## src/rtl/seq_detector_param_pkg.sv

```systemverilog
// pkg_seq_det: shared types and helpers for the parameterised serial
// pattern detector.
//   det_state_t : FSM state encoding (S_IDLE, S_FILL, S_DETECT)
//   MIN_LEN     : shortest supported pattern length
//   clamp_len   : limits a requested pattern length to MIN_LEN..max_len
package pkg_seq_det;

    typedef enum logic [1:0] {
        S_IDLE   = 2'd0,
        S_FILL   = 2'd1,
        S_DETECT = 2'd2
    } det_state_t;

    localparam int unsigned MIN_LEN = 2;

    function automatic int unsigned clamp_len(input int unsigned len,
                                              input int unsigned max_len);
        if (len < MIN_LEN) begin
            return MIN_LEN;
        end else if (len > max_len) begin
            return max_len;
        end
        return len;
    endfunction

endpackage

```

## src/rtl/seq_detector_param.sv

```systemverilog
// seq_detector_param: parameterised Mealy serial-pattern detector with a
// runtime-loadable pattern, pattern length and overlap mode.
//
// Ports:
//   clk        - rising-edge clock
//   rst_n      - asynchronous active-low reset
//   cfg_load   - latch pattern/pat_len/overlap_en, restart detection
//   pattern    - pattern, bit pat_len-1 is received first, bit 0 last
//   pat_len    - active pattern length (clamped to 2..SEQ_W)
//   overlap_en - 1 = overlapping detection, 0 = non-overlapping
//   in_valid   - seq_in is meaningful this cycle
//   seq_in     - serial data bit
//   match      - combinational Mealy match for the current bit
//   match_q    - match delayed by one cycle
//   state_o    - current FSM state (debug)
//   match_cnt  - saturating match count (only with MATCH_CNT_EN defined)
//
// Build option: define MATCH_CNT_EN to add the match_cnt port and counter.
module seq_detector_param
    import pkg_seq_det::*;
#(
    parameter int SEQ_W = 8,
    parameter int LEN_W = $clog2(SEQ_W + 1),
    parameter int CNT_W = 16
) (
    input  logic             clk,
    input  logic             rst_n,
    input  logic             cfg_load,
    input  logic [SEQ_W-1:0] pattern,
    input  logic [LEN_W-1:0] pat_len,
    input  logic             overlap_en,
    input  logic             in_valid,
    input  logic             seq_in,
    output logic             match,
    output logic             match_q,
    output logic [1:0]       state_o
`ifdef MATCH_CNT_EN
    ,
    output logic [CNT_W-1:0] match_cnt
`endif
);

    det_state_t       state, state_nx;
    logic [SEQ_W-1:0] cfg_pat;
    logic [LEN_W-1:0] cfg_len;
    logic             cfg_ovl;
    logic [SEQ_W-2:0] hist, hist_nx;
    logic [LEN_W-1:0] fill, fill_nx;

    logic [SEQ_W-1:0] window;
    logic [SEQ_W-1:0] len_mask;
    logic [SEQ_W-2:0] hist_shift;
    logic             win_eq;

    // Full-width window; bits at or above cfg_len are masked out of the
    // comparison instead of using a variable-width slice.
    assign window     = {hist, seq_in};
    assign hist_shift = window[SEQ_W-2:0];

    always_comb begin
        len_mask = '0;
        for (int unsigned i = 0; i < SEQ_W; i++) begin
            len_mask[i] = (i < cfg_len);
        end
    end

    assign win_eq  = (((window ^ cfg_pat) & len_mask) == '0);
    assign state_o = state;

    always_comb begin
        state_nx = state;
        hist_nx  = hist;
        fill_nx  = fill;
        match    = 1'b0;
        if (cfg_load) begin
            // Reload wins over a concurrent valid bit, which is dropped.
            state_nx = S_FILL;
            hist_nx  = '0;
            fill_nx  = '0;
        end else if (in_valid) begin
            case (state)
                S_IDLE: begin
                end
                S_FILL: begin
                    hist_nx = hist_shift;
                    fill_nx = fill + 1'b1;
                    if (fill_nx == LEN_W'(cfg_len - 1'b1)) begin
                        state_nx = S_DETECT;
                    end
                end
                S_DETECT: begin
                    match = win_eq;
                    if (win_eq && !cfg_ovl) begin
                        // Non-overlapping: the matching bit is not reused.
                        state_nx = S_FILL;
                        hist_nx  = '0;
                        fill_nx  = '0;
                    end else begin
                        hist_nx = hist_shift;
                    end
                end
                default: begin
                    state_nx = S_IDLE;
                end
            endcase
        end
    end

    always_ff @(posedge clk or negedge rst_n) begin
        if (!rst_n) begin
            state   <= S_IDLE;
            hist    <= '0;
            fill    <= '0;
            match_q <= 1'b0;
        end else begin
            state   <= state_nx;
            hist    <= hist_nx;
            fill    <= fill_nx;
            match_q <= match;
        end
    end

    always_ff @(posedge clk or negedge rst_n) begin
        if (!rst_n) begin
            cfg_pat <= '0;
            cfg_len <= '0;
            cfg_ovl <= 1'b0;
        end else if (cfg_load) begin
            cfg_pat <= pattern;
            cfg_len <= LEN_W'(clamp_len(32'(pat_len), SEQ_W));
            cfg_ovl <= overlap_en;
        end
    end

`ifdef MATCH_CNT_EN
    always_ff @(posedge clk or negedge rst_n) begin
        if (!rst_n) begin
            match_cnt <= '0;
        end else if (match && (match_cnt != '1)) begin
            match_cnt <= match_cnt + 1'b1;
        end
    end
`endif

endmodule

```

## config.mk

```make
export PLATFORM = sky130hd
export DESIGN_NAME = seq_detector_param
export DESIGN_NICKNAME = d
export VERILOG_FILES = /design/src/rtl/seq_detector_param_pkg.sv /design/src/rtl/seq_detector_param.sv
export SDC_FILE = /design/constraint.sdc
export NUM_CORES = 1
export LEC_CHECK = 0
export BUFFER_PORTS_ARGS = -buffer_cell sky130_fd_sc_hd__buf_2
export CAP_MARGIN = 20
export CORE_ASPECT_RATIO = 1.5
export CORE_MARGIN = 2
export CORE_UTILIZATION = 39
export DETAILED_ROUTE_END_ITERATION = 8
export MAX_ROUTING_LAYER = met4
export PLACE_DENSITY_LB_ADDON = 0.2
export SLEW_MARGIN = 20
export SYNTH_ARGS = -nofsm -noshare
export SYNTH_HDL_FRONTEND = slang
export SYNTH_SLANG_ARGS = --single-unit
export TNS_END_PERCENT = 30
```

## constraint.sdc

```tcl
create_clock -name clk -period 4.1 [get_ports clk]
set_input_delay 0.205 -clock clk [delete_from_list [all_inputs] [get_ports clk]]
set_output_delay 0.205 -clock clk [all_outputs]
set_load 0.02 [all_outputs]
```

# After elaboration in Yosys (flattened, before gate mapping)

Index checks and enable logic that the tools add are counted.

Bits in registers: 27
Latch bits: 0
RAM bits: 0
ROM bits: 0
Bits of input ports: 18
Output and inout bits: 4
Word-level logic and storage cells: 58
Memories kept: 0

Add/subtract/negate cells: 2
Multiply operators: 0
Div/mod/pow operators: 0
Order comparisons: 10
Equality and inequality tests: 6
Shift operators: 0
Muxes and demuxes: 22
Bitwise operators: 2
Reductions and logical operators: 9

Operators by type and width:

| operator                                                              | number |
|---|---|
| 4-bit 2-to-1 mux                                                      | 6 |
| 7-bit 2-to-1 mux                                                      | 3 |
| 3-bit by 4-bit < comparator with 1-bit output, first input constant   | 4 |
| 7-bit one-hot mux with 2 select lines                                 | 1 |
| 8-bit AND                                                             | 1 |
| 8-bit logical NOT                                                     | 1 |
| 1-bit by 4-bit < comparator with 1-bit output, first input constant   | 2 |
| 2-bit by 4-bit < comparator with 1-bit output, first input constant   | 2 |
| 2-bit 2-to-1 mux                                                      | 4 |
| 4-bit one-hot mux with 2 select lines                                 | 1 |
| 8-bit bitwise XOR                                                     | 1 |
| 1-bit 2-to-1 mux                                                      | 6 |
| 3-bit inequality test, second input constant                          | 2 |
| 2-bit one-hot mux with 3 select lines                                 | 1 |
| 4-bit by 1-bit adder with 4-bit output, second input constant         | 1 |
| 4-bit equality test                                                   | 1 |
| 4-bit greater-than comparator, second input constant                  | 1 |
| 4-bit by 2-bit < comparator with 1-bit output, second input constant  | 1 |
| 4-bit AND reduction                                                   | 1 |
| 4-bit by 1-bit subtractor with 4-bit output, second input constant    | 1 |
| 3-bit AND reduction                                                   | 1 |
| 3-bit nonzero test                                                    | 1 |
| 2-bit by 1-bit equality test with 1-bit output, second input constant | 1 |
| 2-bit equality test, second input constant                            | 1 |
| other kinds (6)                                                       | 6 |

# Longest topological paths before layout

Gate-level depths: netlist of the first run.

Depth after elaboration: 8
Gate-level depth with buffers: 7
Depth with buffers taken out: 7

# Least setup slack after synthesis of the first run

No wires, ideal clock.

Path type: reg2out
Start point: reg cfg_len[1]
End point: out match
Arrival time: 1892 ps
Data required time: 3895 ps
Setup slack: 2003 ps
Cell stages (with the launch flop): 7
Buffers on the path: 0
Cells stage by stage: dfrtp_1 > inv_1 > ha_1 > or3b_4 > a21oi_2 > o2111ai_4 > nor3_1

Cells in the longest elaborated chain, start to end: 6
Elaborated cells on any way between the ends: 13
Those cells by class: 8 x order compare; 3 x mux; 1 x bitwise; 1 x reduce/logical

Ends and longest elaborated chain:

| what                                                                  | line                      | text |
|---|---|---|
| start, declared                                                       | seq_detector_param.sv:45  | `logic [LEN_W-1:0] cfg_len;` |
| start signal, assigned                                                | seq_detector_param.sv:130 | `cfg_len <= LEN_W'(clamp_len(32'(pat_len), SEQ_W));` |
| 1-bit by 4-bit < comparator with 1-bit output (tied with other cells) | seq_detector_param.sv:63  | `len_mask[i] = (i < cfg_len);` |
| 8-bit AND *                                                           | seq_detector_param.sv:67  | `assign win_eq = (((window ^ cfg_pat) & len_mask) == '0);` |
| 8-bit logical NOT *                                                   | seq_detector_param.sv:67  |  |
| 1-bit 2-to-1 mux *                                                    | seq_detector_param.sv:81  | `case (state)` |
| 1-bit 2-to-1 mux *                                                    | seq_detector_param.sv:80  | `end else if (in_valid) begin` |
| 1-bit 2-to-1 mux *                                                    | seq_detector_param.sv:75  | `if (cfg_load) begin` |
| end, declared                                                         | seq_detector_param.sv:34  | `output logic match,` |

Mark *: on every way between the ends. The rest lies on a longest branch, timed or not.

# Final worst setup path of the first run

Same ends and word-level chain as after synthesis.

==> results of run 1 <==
-- where the power goes --
part / switching (mW) / total [mW] / internal [mW]
clock network: 0.0861 / 0.156 / 0.0697
registers: 0.0471 / 0.350 / 0.303
logic: 0.120 / 0.220 / 0.0998
-- metrics by stage --
| step | power (mW) | setup WS [ps] | util | cell area [um^2] | hold WS, ps |
|---|---|---|---|---|---|
| after floorplan | 0.514 | 2000 | - | 1490 | -90.6 |
| after global placement | 0.569 | 2020 | 0.442 | 1630 | 247 |
| after detailed placement | 0.577 | 1990 | 0.442 | 1630 | 257 |
| after CTS | 0.732 | 1670 | 0.457 | 1680 | 154 |
| after global routing | 0.771 | 1550 | 0.457 | 1680 | 158 |
| final | 0.725 | 1660 | 0.457 | 1680 | 153 |
-- what timing repair did --
action                                  in CTS  in global routing
hold endpoints to repair                    27                  0
resized for setup                            0                  0
endpoints found under the setup margin       0                  0
hold buffers                                 1                  0
-- worst paths after layout --
kind / to / cells after the start / slack (ps) / start
max in group asynchronous: hist[5] / 2 / 3240 / rst_n
setup / recovery: match / 7 / 1660 / cfg_len[1]
min in group asynchronous: cfg_len[0] / 2 / 460 / rst_n
setup reg to reg: hist[3] / 7 / 1980 / cfg_len[1]
hold / removal: cfg_pat[1] / 2 / 150 / pattern[1]
hold reg to reg: cfg_pat[7] / 1 / 540 / cfg_pat[7]
-- Yosys cell counts (2+ instances only) --
cell type	instances	area [um^2]
sky130_fd_sc_hd__a211oi_1	2	15.0
sky130_fd_sc_hd__a21oi_1	4	20.0
sky130_fd_sc_hd__dfrtp_1	27	676
sky130_fd_sc_hd__ha_1	4	50.1
sky130_fd_sc_hd__inv_1	16	60.1
sky130_fd_sc_hd__mux2_2	10	113
sky130_fd_sc_hd__nand2_1	6	22.5
sky130_fd_sc_hd__nand3_1	3	15.0
sky130_fd_sc_hd__nor2_1	6	22.5
sky130_fd_sc_hd__nor2b_1	3	18.8
sky130_fd_sc_hd__nor3_1	5	25.0
sky130_fd_sc_hd__nor3b_1	2	15.0
sky130_fd_sc_hd__o211ai_1	3	22.5
sky130_fd_sc_hd__o21ai_0	6	30.0
sky130_fd_sc_hd__o22ai_1	7	43.8
sky130_fd_sc_hd__xnor2_1	4	35.0
sky130_fd_sc_hd__xor2_1	13	114
-- final cells by class --
class / count / area [um^2] / share of cell area
inverter: 16 / 60.1 / 0.0357
tap: 43 / 53.8 / 0.0319
timing repair buffer: 22 / 115 / 0.0684
clock buffer: 4 / 45.0 / 0.0267
multi-input combinational: 96 / 734 / 0.436
sequential: 27 / 676 / 0.401
-- critical path, stage by stage, from the launching register on --
cell                        delay (ps)
sky130_fd_sc_hd__dfrtp_1           420
sky130_fd_sc_hd__inv_1             110
sky130_fd_sc_hd__ha_1              150
sky130_fd_sc_hd__or3b_4            380
sky130_fd_sc_hd__a21oi_2           200
sky130_fd_sc_hd__o2111ai_4         180
sky130_fd_sc_hd__nor3_1            300
sky130_fd_sc_hd__buf_2             220
-- flip-flops by register name, summed over array words and instances, names as in the netlist --
name and flops:
fill 4, cfg_len 4, cfg_pat 8, hist 7, state_o 2, cfg_ovl 1, match_q 1
-- cell families (layout without fill, tap and decap cells) --
group                      Yosys count  after routing  synth area share
adders and majority gates            4              4            0.0335
xor gates and xnor gates            17             17            0.0997
DFF                                 27             27             0.452
buffers and inverters               20             42            0.0561
and+or+nand+nor                     32             32             0.114
muxes                               10             10            0.0754
AOI/OAI and AO/OA                   33             33             0.169
-- layer usage --
| layer | vias up | track usage | part of all wire |
|---|---|---|---|
| met2 | 14 | 0.276 | 0.54 |
| met4 | 0 | 0.0400 | 0.012 |
| met3 | 4 | 0.0225 | 0.018 |
| met5 | - | - | 0 |
| met1 | 508 | 0.187 | 0.43 |
| li1 | 543 | - | - |
==> flow_results.org, run 1 <==
** STA
- Measured against its own limit, the worst slew margin works out to 0.550.
- Counting I/O delays and the setup requirement, the final critical path takes 2440 ps.
- Hold violation total from the final report :: 0
- Across the routed clock network, the largest skew measured is roughly 7.6 ps.
- Setup TNS :: 0 ps
- Period Utilization, post-route :: 0.595
- For this run, the top clock speed supported by timing is slightly above 0.4 GHz.
- Unrepaired setup endpoints after global routing :: false
- For the pin with the worst max-slew slack, the measured transition is roughly 670 ps.
- Setup violations remaining at the end of the flow were counted as 0.
- Final-report max-slew violation count :: 0

** Cells and area
- The repair_antennas step left the layout with diodes totalling 0.
- After the flow finishes, the layout carries non-filler instances totaling approximately 210.
- Fill cells :: 361
- In the final layout, the share of cells above drive strength 1 is 0.248.
- Number of nets in the final layout :: roughly 190
- Commonest cells after routing, fill and taps aside :: sky130_fd_sc_hd__dfrtp_1 (27), sky130_fd_sc_hd__buf_2 (21), sky130_fd_sc_hd__inv_1 (16), sky130_fd_sc_hd__xor2_1 (13), sky130_fd_sc_hd__mux2_2 (10)
- Most common cell after layout, fill and taps aside :: sky130_fd_sc_hd__dfrtp_1
- Relative to the synthesized area, the layout overhead comes to 12.7%.

** Yosys
- Post-synth EDFFs :: 0
- Number of warning messages in the yosys log :: 0
- The cell area that synthesis handed to floorplanning was around 1500 um^2.
- In this run, distinct cell masters in the synthesized netlist total 39.
- For this run, asynchronously set or reset flops after synthesis account for 1.00.
- Post-Synthesis Cells :: 143
- Synthesized area divided by synthesized cell count :: approximately 10 um^2
- In the synthesized netlist the dominant register cell turns out to be sky130_fd_sc_hd__dfrtp_1.
- Sequential share of the synthesized area :: 0.452
- Net count after synthesis :: between 150 and 200
- Number of synthesized register bits :: 27

** Setup path
- STA classifies the critical path startpoint as a flop.
- Data on the critical path is required at its endpoint by about 3900 ps.
- Category of the most critical setup path :: flop to output pin
- Nature of the critical path endpoint :: output pin
- In this run the worst path has a maximum fanout of 5.
- Arrival time at the worst endpoint :: between 2000 and 2500 ps

** Global routing
- Entering global routing, the biggest net connects 28 pins.
- Global-route wire length before repair :: ~5000 um
- The number of global-route vias before repair was around 1,100.
- Global-route usage over all layers :: 0.159
- Initial antenna violation count :: 0
- Aggregate global routing overflow :: 0

** Clock tree
- Num CTS Buffers :: 3
- Clock Tree Root :: sky130_fd_sc_hd__clkbuf_8
- CTS saw 27 sinks.
- Clock-pin slew was measured on the worst setup and hold paths at about 100 ps.
- Insertion delay to the later sink of the worst-skew pair :: 270 ps
- Buffers inserted by post-CTS timing repair :: 0
- CTS Buffer Depth :: 2
- CTS tree :: yes
- Total number of H-tree levels :: 1

** Place
- Counting tap cells, the placed design contains a total of 203 instances.
- Post-DP HPWL :: around 2300 um
- Port Buffer Count :: 21
- Routability cong. :: about 0.75

** Floorplan
- Measured along the x axis, the die boundary spans approximately 55 um.
- Height of the die :: between 70 and 80 um
- The total area inside the core boundary comes to ~3700 um^2.
- Initial core utilization :: 0.406
- Die footprint :: 4350 um^2
- The floorplan has 27 rows.
- Top Ports :: 22

** Power
- Summed over all cells, the static leakage comes to 0.739 nW.
- Power density normalized to cell area :: between 400 and 500 nW/um^2
- VDD sags by at most a little under 300 uV.

** Route
- Wires add up to about 3000 um.
- Post-detailed-route DRC marker count :: 0
- After detailed routing, the number of vias per cell comes to 5.14.
- For this run, the detailed router's first-pass iteration total came to 4.
- Number of vias after detailed routing :: about 1,100
- Number of violations reported at the end of detailed-routing iteration 0 :: 23
- Final antenna-violating net count :: 0
- Wire length per cell after detailed routing :: approximately 14 um

** Run
- Max-cap violations in this run came to 0.

** Outcome
- Run status :: complete, no violations

** Min path
- The path class of the tightest hold or removal check is primary input to flop.
(Power assumes the default switching activity.)
==> inputs of run 2 (changes only) <==
==> constraint.sdc (replaced) <==
create_clock -name clk -period 2.25 [get_ports clk]
set_input_delay 0.1125 -clock clk [delete_from_list [all_inputs] [get_ports clk]]
set_output_delay 0.1125 -clock clk [all_outputs]
set_load 0.02 [all_outputs]
==> flow_results.org, run 2 (synthesis gave the netlist of run 1 again) <==
** Outcome
- The flow ran to the end, and the final reports show no timing, DRC or antenna violations.

** STA
- Of the available clock period, the critical path in the final layout requires 0.980.
- The max-slew violation count is 0 (unchanged).
- The smallest clock period supported by the final layout is computed as 2210 ps.
- Measured slew at the worst slew-check pin :: 633 ps (-41.2 ps)
- The remaining max-slew budget at the tightest pin is 0.578 (+0.0275).
- Fmax :: 0.453 GHz
- The setup skew after layout came to 9.70 ps (+2.07 ps).
- Unrepaired setup endpoints after global routing :: true
- The total setup violations reported at the end of the flow is 0 (unchanged).
- Hold slack final :: 57.3 ps (-95.4 ps)
- Hold violation total from the final report :: 0 (unchanged)

** Place
- The final weighted congestion in routability-driven placement came to 0.796 (+6.0%).
- Port Buffer Count :: 21 (unchanged)
- Post-placement cell area :: 1640 um^2 (+0.46%)
- Post-DP HPWL :: 2220 um (-4.3%)

** Floorplan
- The floorplan die height came to 79.8 um (unchanged).
- The floorplan die area was 4350 um^2 (unchanged).
- Top Ports :: 22 (unchanged)
- The die width came to 54.5 um (unchanged).
- The core area is 3680 um^2 (unchanged).
- Initial core utilization :: 0.406 (unchanged)
- The total number of placement rows came to 27 (unchanged).

** Min path
- Path type of the worst min-delay path :: primary input to flop
- Hold path startpoint :: pattern[7]
- Hold Crit Depth :: 2 (unchanged)
- Worst hold endpoint :: cfg_pat[7]

** Cells and area
- Regs by FF count :: cfg_pat: 8 flops, hist: 7 flops
- The ratio of cells with drive above 1 in the final layout was 0.269 (+0.0210).
- More flip-flops sit in one register than any other, and that register is cfg_pat.
- Growth of design area from synthesis to finish :: 14.3%
- The final instance area is 1710 um^2 (+1.4%).
- Number of diodes :: 0 (unchanged)
- The number of flip-flops in the largest register was 8 (unchanged).
- The final net count was 190 (+1.1%).
- The library cell used most frequently in the layout, excluding fill and tap cells, is sky130_fd_sc_hd__dfrtp_1.
- In the layout the commonest cells are sky130_fd_sc_hd__dfrtp_1 (27), sky130_fd_sc_hd__buf_2 (20), sky130_fd_sc_hd__inv_1 (16), sky130_fd_sc_hd__xor2_1 (13), sky130_fd_sc_hd__mux2_2 (10).

** Clock tree
- The CTS clock-pin slew for the worst setup and hold paths came to 100 ps (about the same).
- The number of H-tree branching levels came to 1 (unchanged).
- The clock net sink count came to 27 (unchanged).
- CTS Buffer Depth :: 2 (unchanged)
- The number of CTS-inserted buffers came to 3 (unchanged).
- Insertion delay to the later sink of the worst-skew pair :: 280 ps (about the same)
- Clock Tree Root :: sky130_fd_sc_hd__clkbuf_8
- CTS tree :: yes

** Global routing
- The global routing usage summed across all routing layers is 0.164 (+0.00513).
- Number of global-route vias before repair :: 1,190 (+5.5%)
- Global-route wire length before repair :: 5150 um (+3.3%)
- Initial antenna violation count :: 0 (unchanged)
- Aggregate global routing overflow :: 0 (unchanged)
- The maximum number of pins on one net before global-route repair came to 28 (unchanged).

** Setup path
- The arrival time at the worst endpoint was 2090 ps (-140 ps).
- Nature of the critical path endpoint :: output pin
- Category of the most critical setup path :: flop to output pin
- Startpoint type of the worst setup path :: flop
- The highest net fanout along the worst path was 5 (unchanged).
- The internal reg-to-reg setup slack came to 90 ps (-1890 ps).
- The depth of the worst register-to-register path was 7 (unchanged).
- Data required, critical path :: 2140 ps (-1750 ps)
- Crit Reg-Reg Startpoint :: cfg_len[1]
- In this run the critical register-to-register path is captured at fill[1].

** Route
- The routed wire length per instance was 14.2 um (-0.85%).
- Number of violations reported at the end of detailed-routing iteration 0 :: 14 (-39%)
- The average via count per standard cell was 5.33 (+3.8%).
- Final antenna-violating net count :: 0 (unchanged)
- Number of detailed-routing iterations run before antenna repair :: 4 (unchanged)
- Total routed wirelength :: 2990 um (+0.10%)
- Number of vias after detailed routing :: 1,120 (+4.8%)
- The DRC violations left is 0 (unchanged).

** Run
- The max capacitance violation total came to 0 (unchanged).

** Power
- The power density over the cells was 776 nW/um^2 (+80%).
- The worst ir drop on vdd is 421 uV (+43%).
- The reported leakage power was 0.752 nW (+1.7%).
## run 2: cell count changes in the layout (fill, tap and decap cells not counted)
cell,change
sky130_fd_sc_hd__nor3_2,+1
sky130_fd_sc_hd__nor3_1,-1
sky130_fd_sc_hd__clkbuf_1,-1
sky130_fd_sc_hd__clkinv_2,+1
sky130_fd_sc_hd__buf_4,+3
sky130_fd_sc_hd__buf_2,-1
## run 2: what timing repair did
action	in CTS	in global routing
hold buffers	1	0
setup buffers	1	0
setup endpoints to repair	1	10
hold endpoints to repair	27	0
resized for setup	2	0
pin swaps	1	1
## run 2: area by class of cell
cell class                 count  area (um^2)
timing repair buffer          24          133
inverter                      16         60.1
fill                         354         1970
sequential                    27          676
clock buffer                   3         41.3
tap                           43         53.8
clock inverter                 1         5.00
multi-input combinational     96          739
## run 2: power by group
part | switching, mW | total [mW] | leakage [nW] | internal [mW]
Sequential | 0.0830 | 0.635 | 0.341 | 0.552
Clock | 0.162 | 0.286 | 0.0255 | 0.124
Combinational | 0.217 | 0.405 | 0.385 | 0.188
## run 2: worst max-delay path: stages (launching register included)
cell and delay, ps:
sky130_fd_sc_hd__dfrtp_1 400, sky130_fd_sc_hd__inv_1 110, sky130_fd_sc_hd__ha_1 170, sky130_fd_sc_hd__or3b_4 380
sky130_fd_sc_hd__a21oi_2 200, sky130_fd_sc_hd__o2111ai_4 200, sky130_fd_sc_hd__nor3_2 190, sky130_fd_sc_hd__buf_4 170
## run 2: metrics by stage
stage          cells  total power [mW]   util  setup TNS [ps]  setup WS, ps
2_1_floorplan    143             0.937      -               0           173
3_5_place_dp     204              1.05  0.444               0          54.0
4_1_cts          210              1.33  0.464               0          37.5
6_report         210              1.33  0.464               0          44.7
3_3_place_gp     204              1.03  0.444               0          67.8
5_1_grt          210              1.42  0.464            -114         -43.0
## run 2: per-layer routing
metal | vias up | global-route usage | share of wire
met5 | - | - | 0
met4 | 0 | 0.0625 | 0.023
met3 | 6 | 0.0225 | 0.022
met2 | 15 | 0.288 | 0.56
met1 | 551 | 0.180 | 0.40
li1 | 548 | - | -
## run 2: how the worst max path moves through the flow
stage,slack (ps),startpoint,to,depth (start not counted)
final,40,cfg_len[1],match,7
after global routing,-40,cfg_len[1],fill[1],7
after CTS,40,cfg_len[1],match,7
after detailed placement,50,cfg_len[1],hist[1],7
after global placement,70,cfg_len[1],hist[1],7
after floorplan,170,cfg_len[1],match_q,6
